[src/rtl/bsg_manycore_accel_store_sequencer_pkg.sv]
// Shared types and constants for the accelerator burst store sequencer.
package bsg_manycore_accel_store_sequencer_pkg;

    localparam int DefaultMaxOutCredits = 32;

    typedef enum logic [1:0] {
        IDLE  = 2'd0,
        SEND  = 2'd1,
        FENCE = 2'd2
    } seq_state_e;

endpackage

[src/rtl/bsg_manycore_accel_store_sequencer.sv]
// Burst store sequencer: streams a counted run of data words as remote stores to consecutive addresses.
// Define BSG_MANYCORE_ACCEL_STORE_SEQ_FENCE_EN to hold done_o until every store has been acknowledged.
module bsg_manycore_accel_store_sequencer
    import bsg_manycore_accel_store_sequencer_pkg::*;
#(
    parameter int addr_width_p           = 32,
    parameter int data_width_p           = 32,
    parameter int x_cord_width_p         = 4,
    parameter int y_cord_width_p         = 4,
    parameter int len_width_p            = 16,
    parameter int max_out_credits_p      = DefaultMaxOutCredits,
    parameter int credit_counter_width_p = $clog2(max_out_credits_p + 1)
) (
    input  logic                              clk_i,
    input  logic                              reset_n_i,

    input  logic                              start_v_i,
    output logic                              start_ready_o,
    input  logic [addr_width_p-1:0]           start_addr_i,
    input  logic [x_cord_width_p-1:0]         start_x_i,
    input  logic [y_cord_width_p-1:0]         start_y_i,
    input  logic [len_width_p-1:0]            start_len_i,

    input  logic                              data_v_i,
    input  logic [data_width_p-1:0]           data_i,
    output logic                              data_yumi_o,

    output logic                              out_v_o,
    input  logic                              out_ready_i,
    output logic [addr_width_p-1:0]           out_addr_o,
    output logic [data_width_p-1:0]           out_data_o,
    output logic [x_cord_width_p-1:0]         out_x_o,
    output logic [y_cord_width_p-1:0]         out_y_o,
    input  logic [credit_counter_width_p-1:0] out_credits_used_i,

    output logic                              busy_o,
    output logic                              done_o
);

    localparam logic [credit_counter_width_p-1:0] CreditLimit =
        credit_counter_width_p'(max_out_credits_p);

    seq_state_e                  state_q, state_d;
    logic [addr_width_p-1:0]     addr_q, addr_d;
    logic [len_width_p-1:0]      count_q, count_d;
    logic [x_cord_width_p-1:0]   x_q, x_d;
    logic [y_cord_width_p-1:0]   y_q, y_d;
    logic                        done_q, done_d;

    logic creditOk;
    logic sendFire;

    // Issue is gated combinationally so a full credit counter stalls in the same cycle.
    assign creditOk      = (out_credits_used_i < CreditLimit);
    assign out_v_o       = (state_q == SEND) & data_v_i & creditOk;
    assign sendFire      = out_v_o & out_ready_i;
    assign data_yumi_o   = sendFire;
    assign out_data_o    = data_i;
    assign out_addr_o    = addr_q;
    assign out_x_o       = x_q;
    assign out_y_o       = y_q;
    assign start_ready_o = (state_q == IDLE);
    assign busy_o        = (state_q != IDLE);
    assign done_o        = done_q;

    always_comb begin
        state_d = state_q;
        addr_d  = addr_q;
        count_d = count_q;
        x_d     = x_q;
        y_d     = y_q;
        done_d  = 1'b0;

        case (state_q)
            IDLE: begin
                if (start_v_i) begin
                    addr_d  = start_addr_i;
                    x_d     = start_x_i;
                    y_d     = start_y_i;
                    count_d = start_len_i;
                    if (start_len_i != '0) begin
                        state_d = SEND;
                    end else begin
`ifdef BSG_MANYCORE_ACCEL_STORE_SEQ_FENCE_EN
                        state_d = FENCE;
`else
                        done_d  = 1'b1;
`endif
                    end
                end
            end
            SEND: begin
                if (sendFire) begin
                    addr_d  = addr_q + addr_width_p'(1);
                    count_d = count_q - len_width_p'(1);
                    if (count_q == len_width_p'(1)) begin
`ifdef BSG_MANYCORE_ACCEL_STORE_SEQ_FENCE_EN
                        state_d = FENCE;
`else
                        state_d = IDLE;
                        done_d  = 1'b1;
`endif
                    end
                end
            end
`ifdef BSG_MANYCORE_ACCEL_STORE_SEQ_FENCE_EN
            FENCE: begin
                if (out_credits_used_i == '0) begin
                    state_d = IDLE;
                    done_d  = 1'b1;
                end
            end
`endif
            default: state_d = IDLE;
        endcase
    end

    always_ff @(posedge clk_i or negedge reset_n_i) begin
        if (!reset_n_i) begin
            state_q <= IDLE;
            addr_q  <= '0;
            count_q <= '0;
            x_q     <= '0;
            y_q     <= '0;
            done_q  <= 1'b0;
        end else begin
            state_q <= state_d;
            addr_q  <= addr_d;
            count_q <= count_d;
            x_q     <= x_d;
            y_q     <= y_d;
            done_q  <= done_d;
        end
    end

endmodule

[config.mk]
export PLATFORM = sky130hd
export DESIGN_NAME = bsg_manycore_accel_store_sequencer
export DESIGN_NICKNAME = d
export VERILOG_FILES = /design/src/rtl/bsg_manycore_accel_store_sequencer_pkg.sv /design/src/rtl/bsg_manycore_accel_store_sequencer.sv
export SDC_FILE = /design/constraint.sdc
export NUM_CORES = 1
export LEC_CHECK = 0
export ABC_AREA = 1
export ABC_CLOCK_PERIOD_IN_PS = 3400
export CORE_ASPECT_RATIO = 1.4
export CORE_UTILIZATION = 35
export CTS_BUF_LIST = sky130_fd_sc_hd__clkbuf_8
export CTS_CLUSTER_DIAMETER = 80
export DETAILED_ROUTE_END_ITERATION = 16
export PLACE_DENSITY = 0.67
export RECOVER_POWER = 50
export SETUP_SLACK_MARGIN = 0.5
export SLEW_MARGIN = 20
export SYNTH_ARGS = -nofsm -noshare
export SYNTH_HDL_FRONTEND = slang
export SYNTH_SLANG_ARGS = --single-unit
[constraint.sdc]
create_clock -name clk_i -period 3.4 [get_ports clk_i]
set_input_delay 0.51 -clock clk_i [delete_from_list [all_inputs] [get_ports clk_i]]
set_output_delay 0.51 -clock clk_i [all_outputs]
set_load 0.05 [all_outputs]
**After elaboration in Yosys (flattened, before gate mapping)**

Index checks and enable logic that the tools add are counted.

- Word-level logic and storage cells: 41
- Input port bits: 99
- Output and inout port bits: 77
- Register bits after elaboration: 59

- Equality and inequality tests: 6
- Magnitude comparators: 1
- Reduce and logical (&&, ||, !) cells: 7
- Bitwise operators: 3
- Multiplexer cells: 16
- Add/sub/neg operators: 2

Operators by type and width:

| cell | number |
|---|---|
| two-way mux 32 bit | 2 |
| case mux 32 bit (2 select lines) | 1 |
| adder 32 x 1 -> 32 bit, second input constant | 1 |
| two-way mux 16 bit | 2 |
| case mux 16 bit (2 select lines) | 1 |
| equality test 16 x 1 -> 1 bit, second input constant | 1 |
| nonzero test 16 bit | 1 |
| subtractor 16 x 1 -> 16 bit, second input constant | 1 |
| two-way mux 2 bit | 4 |
| less-than comparator 6 bit, second input constant | 1 |
| two-way mux 1 bit | 4 |
| inequality test 2 x 1 -> 1 bit, second input constant | 2 |
| inequality test 2 bit, second input constant | 2 |
| case mux 2 bit (2 select lines) | 1 |
| AND reduction 4 bit | 1 |
| nonzero test 2 bit | 2 |
| bitwise AND 1 bit | 3 |
| AND reduction 3 bit | 1 |
| equality test 2 x 1 -> 1 bit, second input constant | 1 |
| zero test 2 bit | 1 |
| case mux 1 bit (2 select lines) | 1 |
| AND reduction 2 bit | 1 |

**Depth between registers and ports, before layout**

Gate-level depths: netlist of run 1.

- Depth in word-level cells: 6
- Gate-level depth with buffers: 11
- Depth with buffers taken out: 11

**Worst setup path after synthesis of run 1**

Ideal clock, no wire load.

- Kind: reg2out
- Start point: reg state_q[0]
- End point: out data_yumi_o
- Arrival: 1.648 ns
- Required time: 2.890 ns
- Path slack: 1.242 ns
- Cell stages (with the launch flop): 6
- Path buffers: 1
- Cells stage by stage: dfrtp_1 buf_4 nand2_2 nor2_4 nand2_2 inv_1

- Longest elaborated chain between the ends: 4

RTL lines:

| element | line | source |
|---|---|---|
| start, declared | bsg_manycore_accel_store_sequencer.sv:43 | `seq_state_e state_q, state_d;` |
| start signal, assigned | bsg_manycore_accel_store_sequencer.sv:127 | `state_q <= state_d;` |
| equality test 2 x 1 -> 1 bit | bsg_manycore_accel_store_sequencer.sv:55 | `assign out_v_o = (state_q == SEND) & data_v_i & creditOk;` |
| bitwise AND 1 bit (2 in series) | bsg_manycore_accel_store_sequencer.sv:55 |  |
| net out_v_o | bsg_manycore_accel_store_sequencer.sv:28 | `output logic out_v_o,` |
| bitwise AND 1 bit | bsg_manycore_accel_store_sequencer.sv:56 | `assign sendFire = out_v_o & out_ready_i;` |
| end, declared | bsg_manycore_accel_store_sequencer.sv:26 | `output logic data_yumi_o,` |

The timed path passes the listed nets, and every way through them passes these cells.

**Worst setup path in the final report of run 1**

- Start point: in data_v_i
- End point: out data_yumi_o

- Longest elaborated chain between the ends: 3

RTL lines:

| element | line | source |
|---|---|---|
| start, declared | bsg_manycore_accel_store_sequencer.sv:24 | `input logic data_v_i,` |
| bitwise AND 1 bit (2 in series) | bsg_manycore_accel_store_sequencer.sv:55 |  |
| bitwise AND 1 bit | bsg_manycore_accel_store_sequencer.sv:56 |  |

No other way between the ends.

==> results.sh, run 1 <==
export IMPL_fin_crit_sh=0.771
export IMPL_yosys_warnings=0
export IMPL_rsz0062_at_grt="no"
export IMPL_ys_top_cells_by_area="dfrtp_1 33%, nand2_1 21%, nor2_1 9.4%"
export IMPL_multi_input_area_um2=2280
export IMPL_pre_cts_ws_ps=776
export IMPL_gp_congestion=0.901
export IMPL_dp_cells=895
export IMPL_outcome="completed"
export IMPL_startpoint_type="input port"
export IMPL_synth_commonest_cells="241 x nand2_1, 109 x nor2_1, 61 x inv_1"
export IMPL_dr_pass1_iters=4
export IMPL_vias_per_cell=4.89
export IMPL_grt_max_degree=75
export IMPL_antenna_found_initial=0
export IMPL_synth_most_common_cell="nand2_1"
export IMPL_fp_dieH_um=134
export IMPL_p_total_mw=4.28
export IMPL_synth_top_cell_area_share=0.333
export IMPL_worst_slew_pin_slew_ps=1090
export IMPL_path_class="input port to primary output"
export IMPL_syn_nets=795
export IMPL_hp_class="input port to async pin"
export IMPL_min_period_ps=2620
export IMPL_worstPathRequired_ps=2890
export IMPL_place_area_um2=5250
export IMPL_hpwl_um=9000
export IMPL_vias=4455
export IMPL_std_cell_rows=47
export IMPL_slew_headroom=0.276
export IMPL_path_clk_slew_ps=70
export IMPL_crit_fanout=2
export IMPL_cts_hold_buf=0
export IMPL_drive_above_1_share=0.0576
export IMPL_design_die_area_um2=12900
export IMPL_regArea_um2=1450
export IMPL_fmax_mhz=381
export IMPL_grt_ovfl_total=0
export IMPL_post_cts_setup_buffers=0
export IMPL_seq_area_frac_synth=0.333
export IMPL_cts_sinks=58
export IMPL_synth_edff_count=0
export IMPL_skew_ps=8.32
export IMPL_finalNetCount=861
export IMPL_critical_path_arrival_ps=2110
export IMPL_ys_flop_type="dfrtp_1"
export IMPL_synthArstFlopShare=1.00
export IMPL_synth_avg_cell_area_um2=6.29
export IMPL_cts_max_level=3
export IMPL_setup_slack_ps=778
export IMPL_syn_area_um2=4360
export IMPL_pin_count=176
export IMPL_area_delta_synth_final_pct=24.2
export IMPL_clk_latency_ps=350
export IMPL_n_fill_cell=1314
export IMPL_drcViolationCount=0
export IMPL_wire_per_inst_um=13.7
export IMPL_irDropWorstVdd_uv=308
export IMPL_slew_viol_final=0
export IMPL_antenna_cells=0
export IMPL_netlist_instances=693
export IMPL_cts_root_buf="clkbuf_8"
export IMPL_grt_pass1_wl_um=20500
export IMPL_drv_cap=0
export IMPL_tritoncts="done"
export IMPL_finalNonFillerCells=911
export IMPL_cts_resized_gates=0
export IMPL_core_um2=12000
export IMPL_wirelength_um=12500
export IMPL_cts_made_buffers=9
export IMPL_setup_tns_final_ps=0
export IMPL_clockBufferDepth=2
export IMPL_p_leak_nw=2.52
export IMPL_fin_worst_hold_slack_ps=296
export IMPL_power_per_cell_area_nw_per_um2=790
export IMPL_first_global_vias=4324
export IMPL_groute_usage_overall=0.207
export IMPL_fin_area_um2=5420
export IMPL_yosys_cell_types_count=35
export IMPL_drt_iter0_drc=239
export IMPL_final_util=0.452
export IMPL_start_util=0.363
export IMPL_antenna_left=0
export IMPL_ys_ff_latch=58
export IMPL_finalSetupViolations=0
export IMPL_hold_viol=0
export IMPL_endpoint_kind="primary output"
export IMPL_chipWidth_um=96.3
export IMPL_buffer_ports_inserted=106
export IMPL_yosysTopAreaCell="dfrtp_1"
state kept, by name, indices dropped and copies added, names as in the netlist:
| name | flops |
|---|---|
| out_y_o | 4 |
| out_addr_o | 32 |
| out_x_o | 4 |
| state_q | 1 |
| done_o | 1 |
| count_q | 16 |
routing by layer:
metal | global-route usage | vias to the layer above | wire [um]
li1 | - | 2263 | -
met1 | 0.235 | 2034 | 5050
met2 | 0.359 | 117 | 6330
met3 | 0.0448 | 41 | 656
met4 | 0.0997 | 0 | 417
met5 | 0 | - | 0
placed cells by master (no fill, tap or decap), drive strengths merged, types with 4 or more instances in the layout:
cell type / synthesis / final
nand3: 51 / 51
a21oi: 14 / 14
dfrtp: 58 / 58
clkdlybuf4s50: 0 / 105
nand4: 4 / 4
nor2: 122 / 122
nand2: 252 / 252
inv: 64 / 66
o21ai: 46 / 46
clkbuf: 5 / 14
critical path, stage by stage:
cell	delay, ps
clkdlybuf4s50_1	470
nand2_2	60
nor2_4	100
nand2_2	80
inv_1	80
clkdlybuf4s50_1	810
final cells by class:
cell class                      count  share of cell area
Sequential cell                    58               0.268
Multi-Input combinational cell    516               0.421
Clock buffer                       12              0.0305
Timing Repair Buffer              109               0.198
Clock inverter                      4             0.00323
Tap cell                          147              0.0339
Inverter                           65              0.0455
cell families after synthesis:
group,synth area share
simple gates,0.417
buf+inv,0.143
compound gates,0.0924
flops,0.333
xor+xnor,0.00603
fa+ha+maj,0.00861
power by group:
group	leakage (nW)	total, mW	internal, mW	switching [mW]
clock	0.105	0.606	0.317	0.290
sequential	0.711	1.39	0.984	0.403
combinational	1.71	2.29	0.775	1.51
total	2.52	4.28	2.08	2.21
path summary, 6_finish.rpt:
path | from | to | slack [ps] | cells after the start
max | data_v_i | data_yumi_o | 780 | 6
min | reset_n_i | out_addr_o[13]$_DFFE_PN0P_ | 300 | 1
max reg2reg | state_q[0]$_DFFE_PN0P_ | count_q[3]$_DFFE_PN0P_ | 1130 | 6
min reg2reg | out_y_o[3]$_DFFE_PN0P_ | out_y_o[3]$_DFFE_PN0P_ | 480 | 2
max in group asynchronous | reset_n_i | done_o$_DFF_PN0_ | 1480 | 2
min in group clk_i | out_y_o[3]$_DFFE_PN0P_ | out_y_o[3]$_DFFE_PN0P_ | 480 | 2
Note: power is estimated with default switching activity, not from simulation.
==> run 2, diff against run 1 <==
- ABC_CLOCK_PERIOD_IN_PS: 3400 -> 2700
- clock period: 3.4 -> 2.7 ns (I/O delays scaled with it)
==> run 2 against run 1 <==
Net effect:
- sequential share of layout area shrank 0.19 points
- die area unchanged
- critical path type is now flip-flop to primary output
- global-route usage fell by 0.083 points
- critical path depth shrank 5
- worst hold slack improved by 190 ps
- power rose by 26%
- setup slack lost 180 ps
- clock power is 28% higher
- combinational power up 26%
==> results.sh, run 2 (same netlist as run 1, synthesis figures left out) <==
export IMPL_vias=4449
export IMPL_wire_per_inst_um=13.5
export IMPL_drv_cap=0
export IMPL_clockBufferDepth=2
export IMPL_core_um2=12000
export IMPL_rsz0062_at_grt="no"
export IMPL_cpLargestDelayFamily="buffers and inverters"
export IMPL_path_class="flip-flop to primary output"
export IMPL_drcViolationCount=0
export IMPL_multi_input_area_um2=2280
export IMPL_chipWidth_um=96.3
export IMPL_design_die_area_um2=12900
export IMPL_outcome="completed"
export IMPL_tritoncts="done"
export IMPL_pre_cts_ws_ps=460
export IMPL_hp_class="flip-flop to flip-flop"
export IMPL_drive_above_1_share=0.0624
export IMPL_fin_crit_sh=0.779
export IMPL_timing_rr_start="state_q[0]$_DFFE_PN0P_"
export IMPL_endpoint_kind="primary output"
export IMPL_antenna_left=0
export IMPL_wirelength_um=12400
export IMPL_largest_register_ffs=32
export IMPL_crit_fanout=7
export IMPL_clk_latency_ps=350
export IMPL_worstPathCellList="clkdlybuf4s50_1"
export IMPL_worst_slew_pin_slew_ps=946
export IMPL_area_delta_synth_final_pct=25.1
export IMPL_path_buf_inv=1
export IMPL_worstPathRequired_ps=2300
export IMPL_layout_common_cells="242 x nand2_1, 109 x nor2_1, 101 x clkdlybuf4s50_1, 65 x inv_1, 58 x dfrtp_1"
export IMPL_cts_sinks=58
export IMPL_path_clk_slew_ps=70
export IMPL_vias_per_cell=4.86
export IMPL_power_per_cell_area_nw_per_um2=991
export IMPL_grt_ovfl_total=0
export IMPL_slew_headroom=0.369
export IMPL_reg2reg_slack_ps=720
export IMPL_n_fill_cell=1294
export IMPL_grt_pass1_wl_um=20400
export IMPL_gp_congestion=0.899
export IMPL_drt_iter0_drc=258
export IMPL_groute_usage_overall=0.206
export IMPL_fin_area_um2=5460
export IMPL_r2r_end="out_addr_o[19]$_DFFE_PN0P_"
export IMPL_fin_worst_hold_slack_ps=481
export IMPL_setup_tns_final_ps=0
export IMPL_first_global_vias=4215
export IMPL_hpwl_um=9230
export IMPL_p_leak_nw=2.57
export IMPL_worstHoldPathCells=2
export IMPL_dr_pass1_iters=4
export IMPL_cts_root_buf="clkbuf_8"
export IMPL_critical_path_arrival_ps=1700
export IMPL_min_to="out_y_o[2]$_DFFE_PN0P_"
export IMPL_slew_viol_final=0
export IMPL_std_cell_rows=47
export IMPL_irDropWorstVdd_uv=340
export IMPL_grt_max_degree=76
export IMPL_cts_max_level=3
export IMPL_finalNetCount=866
export IMPL_start_util=0.363
export IMPL_startpoint_type="flip-flop"
export IMPL_fmax_mhz=476
export IMPL_antenna_found_initial=0
export IMPL_reg2reg_depth=9
export IMPL_hold_viol=0
export IMPL_fp_dieH_um=134
export IMPL_hp_start="out_y_o[2]$_DFFE_PN0P_"
export IMPL_antenna_cells=0
export IMPL_min_period_ps=2100
export IMPL_finalSetupViolations=0
export IMPL_cpMaxStageDelayCell="clkdlybuf4s50_1"
export IMPL_slowest_delay_ps=880
export IMPL_skew_ps=10.0
export IMPL_final_common_cell="nand2_1"
export IMPL_setup_slack_ps=598
export IMPL_pin_count=176
export IMPL_regArea_um2=1450
export IMPL_place_area_um2=5300
export IMPL_buffer_ports_inserted=106
export IMPL_cp_startpoint="out_addr_o[2]$_DFFE_PN0P_"
export IMPL_cts_made_buffers=9
-- run 2: area by class of cell --
type,instances,share of cell area
multi-input cells,516,0.418
flip-flops and latches,58,0.266
repair buffers,114,0.205
inverters,65,0.0452
well taps,147,0.0337
clock buffers,9,0.0227
clock inverters,7,0.0101
-- run 2: power by group --
group | switching (mW) | internal, mW
Sequential | 0.511 | 1.24
Combinational | 1.90 | 0.979
Clock | 0.368 | 0.410
-- run 2: how the worst max path moves through the flow --
stage | to | depth (start not counted)
3_5_place_dp | out_v_o | 4
3_3_place_gp | out_v_o | 4
6_report | out_addr_o[2] | 1
2_1_floorplan | state_q[0]$_DFFE_PN0P_ | 8
4_1_cts | out_addr_o[2] | 1
5_1_grt | out_addr_o[20]$_DFFE_PN0P_ | 3
-- run 2: repair_timing --
action                                  CTS  global route
hold endpoints to repair                 13             0
hold buffers                              1             0
resized for setup                         2             0
buffers inserted                          0             0
endpoints found under the setup margin    2             0
-- run 2: through the flow --
stage | utilization | total power, mW | std cells
2_1_floorplan | - | 3.77 | 693
3_3_place_gp | 0.442 | 4.63 | 899
3_5_place_dp | 0.442 | 4.65 | 899
4_1_cts | 0.457 | 5.45 | 916
5_1_grt | 0.455 | 5.82 | 916
6_report | 0.455 | 5.41 | 916
-- run 2: worst min-delay path, cell delays in order, from the launching register on --
cell	delay, ps
dfrtp_1	350
nand2_1	50
nand2_1	50
-- run 2: routing by layer --
metal / up-vias / part of all wire / GRT usage
li1: 2276 / - / -
met5: - / 0 / 0
met2: 123 / 0.50 / 0.349
met3: 39 / 0.051 / 0.0402
met4: 0 / 0.036 / 0.108
met1: 2011 / 0.41 / 0.242
==> run 3, diff against run 2 <==
- ABC_CLOCK_PERIOD_IN_PS: 2700 -> 2050
- clock period: 2.7 -> 2.05 ns (I/O delays scaled with it)
==> run 3 against run 2 <==
Net effect:
- first-iteration DRC count decreased by 12%
- worst hold slack barely moved
- clock power is 26% higher
- flip-flop and latch count unchanged
- critical path depth up 4
- power is 38% higher
- critical path type unchanged
==> results.sh, run 3 (same netlist as run 1, synthesis figures left out) <==
export IMPL_outcome="completed"
export IMPL_grt_ovfl_total=0
export IMPL_min_to="out_x_o[0]$_DFFE_PN0P_"
export IMPL_min_period_ps=1610
export IMPL_path_clk_slew_ps=60
export IMPL_start_util=0.363
export IMPL_endpoint_kind="primary output"
export IMPL_antenna_left=0
export IMPL_setup_tns_final_ps=0
export IMPL_timing_rr_start="state_q[0]$_DFFE_PN0P_"
export IMPL_hp_class="flip-flop to flip-flop"
export IMPL_drt_iter0_drc=228
export IMPL_final_common_cell="nand2_1"
export IMPL_rsz0062_at_grt="yes"
export IMPL_irDropWorstVdd_uv=436
export IMPL_path_class="flip-flop to primary output"
export IMPL_setup_slack_ps=442
export IMPL_skew_ps=7.69
export IMPL_slew_headroom=0.230
export IMPL_first_global_vias=4390
export IMPL_tritoncts="done"
export IMPL_dr_pass1_iters=5
export IMPL_dp_cells=901
export IMPL_slew_viol_final=0
export IMPL_vias=4625
export IMPL_design_die_area_um2=12900
export IMPL_pre_cts_ws_ps=69.2
export IMPL_grt_pass1_wl_um=21100
export IMPL_hpwl_um=8940
export IMPL_finalNonFillerCells=944
export IMPL_fin_crit_sh=0.785
export IMPL_fp_dieH_um=134
export IMPL_clk_latency_ps=350
export IMPL_hold_viol=0
export IMPL_antenna_found_initial=0
export IMPL_wire_per_inst_um=14.3
export IMPL_largest_register_ffs=32
export IMPL_groute_usage_overall=0.213
export IMPL_gp_congestion=0.860
export IMPL_cts_root_buf="clkbuf_8"
export IMPL_fmax_mhz=622
export IMPL_vias_per_cell=4.90
export IMPL_crit_top_cell="nand2_4"
export IMPL_finalNetCount=894
export IMPL_wirelength_um=13500
export IMPL_startpoint_type="flip-flop"
export IMPL_reg2reg_depth=8
export IMPL_chipWidth_um=96.3
export IMPL_r2r_end="count_q[5]$_DFFE_PN0P_"
export IMPL_grt_max_degree=49
export IMPL_cpMaxStageDelayCell="dfrtp_1"
export IMPL_buffer_ports_inserted=106
export IMPL_final_util=0.508
export IMPL_drive_above_1_share=0.202
export IMPL_std_cell_rows=47
export IMPL_p_leak_nw=2.84
export IMPL_place_area_um2=5400
export IMPL_fin_area_um2=6090
export IMPL_cpLargestDelayFamily="flip-flops"
export IMPL_worst_slew_pin_slew_ps=1160
export IMPL_worstPathCellList="nand2_4 -> nor2_4 -> nand2_4 -> clkinvlp_4 -> buf_12"
export IMPL_finalSetupViolations=0
export IMPL_hp_start="out_x_o[0]$_DFFE_PN0P_"
export IMPL_slowest_delay_ps=470
export IMPL_core_um2=12000
export IMPL_worstHoldPathCells=2
export IMPL_fin_worst_hold_slack_ps=481
export IMPL_reg2reg_slack_ps=500
export IMPL_cts_made_buffers=9
export IMPL_clockBufferDepth=2
export IMPL_pin_count=176
export IMPL_cts_sinks=58
export IMPL_area_delta_synth_final_pct=39.8
export IMPL_layout_common_cells="236 x nand2_1, 93 x nor2_1, 59 x clkdlybuf4s50_1, 58 x inv_1, 51 x nand3_1"
export IMPL_drv_cap=0
export IMPL_path_buf_inv=2
export IMPL_critical_path_arrival_ps=1300
export IMPL_crit_fanout=4
export IMPL_drcViolationCount=0
export IMPL_antenna_cells=0
export IMPL_power_per_cell_area_nw_per_um2=1230
export IMPL_p_total_mw=7.47
export IMPL_worstPathRequired_ps=1740
export IMPL_cts_max_level=3
[run 3: cell types whose count changed in the layout (fill, tap and decap cells not counted), sizes merged]
| cell | change |
|---|---|
| buf | +28 |
| bufinv | -1 |
| clkdlybuf4s18 | +2 |
| clkbuf | +6 |
| dlymetal6s2s | +1 |
| inv | -2 |
| dlygate4sd2 | -1 |
| clkdlybuf4s50 | -42 |
| bufbuf | +3 |
| clkinvlp | +1 |
| clkdlybuf4s15 | +31 |
| clkinv | +2 |
[run 3: metal layers]
metal | vias up | track usage | part of all wire | wire (um)
met5 | - | 0 | 0 | 0
met4 | 0 | 0.0858 | 0.034 | 459
met3 | 44 | 0.0420 | 0.051 | 692
met2 | 115 | 0.384 | 0.52 | 7030
met1 | 2125 | 0.240 | 0.39 | 5330
li1 | 2341 | - | - | -
[run 3: area by class of cell]
cell class / instances / area [um2]
sequential: 58 / 1470
inverter: 65 / 277
timing repair buffer: 140 / 1530
tap: 147 / 184
timing repair inverter: 2 / 22.5
multi-input combinational: 516 / 2440
clock buffer: 11 / 151
clock inverter: 5 / 22.5
fill: 1216 / 5900
[run 3: where the power goes]
part           switching (mW)  leakage [nW]  internal [mW]
clock                   0.494         0.101          0.490
sequential              0.655         0.694           1.66
combinational            2.71          2.04           1.46
[run 3: worst max path at each step]
stage / from / end / slack [ps] / cells after the start
floorplan: state_q[0]$_DFFE_PN0P_ / count_q[7]$_DFFE_PN0P_ / 260 / 10
global placement: data_v_i / out_addr_o[8]$_DFFE_PN0P_ / 100 / 9
detailed placement: data_v_i / out_addr_o[8]$_DFFE_PN0P_ / 70 / 9
CTS: out_addr_o[0]$_DFFE_PN0P_ / out_addr_o[0] / 360 / 2
global route: reset_n_i / out_addr_o[9]$_DFFE_PN0P_ / 290 / 3
finish: state_q[0]$_DFFE_PN0P_ / data_yumi_o / 440 / 5
[run 3: worst register-to-register path: stages, from the launching register on]
cell and delay [ps]:
dfrtp_1 470, nand2_4 70, nor2_4 130, nand2_4 70, buf_4 150, nand2_8 130
buf_12 160, o21ai_1 70, a22o_1 200
[run 3: repair_timing]
| action | in CTS | in global routing |
|---|---|---|
| gates cloned | 3 | 4 |
| setup endpoints to repair | 60 | 56 |
| buffers inserted | 8 | 11 |
| hold endpoints to repair | 19 | 0 |
| hold buffers | 1 | 0 |
| pin swaps | 5 | 8 |
| gates resized for setup | 123 | 66 |
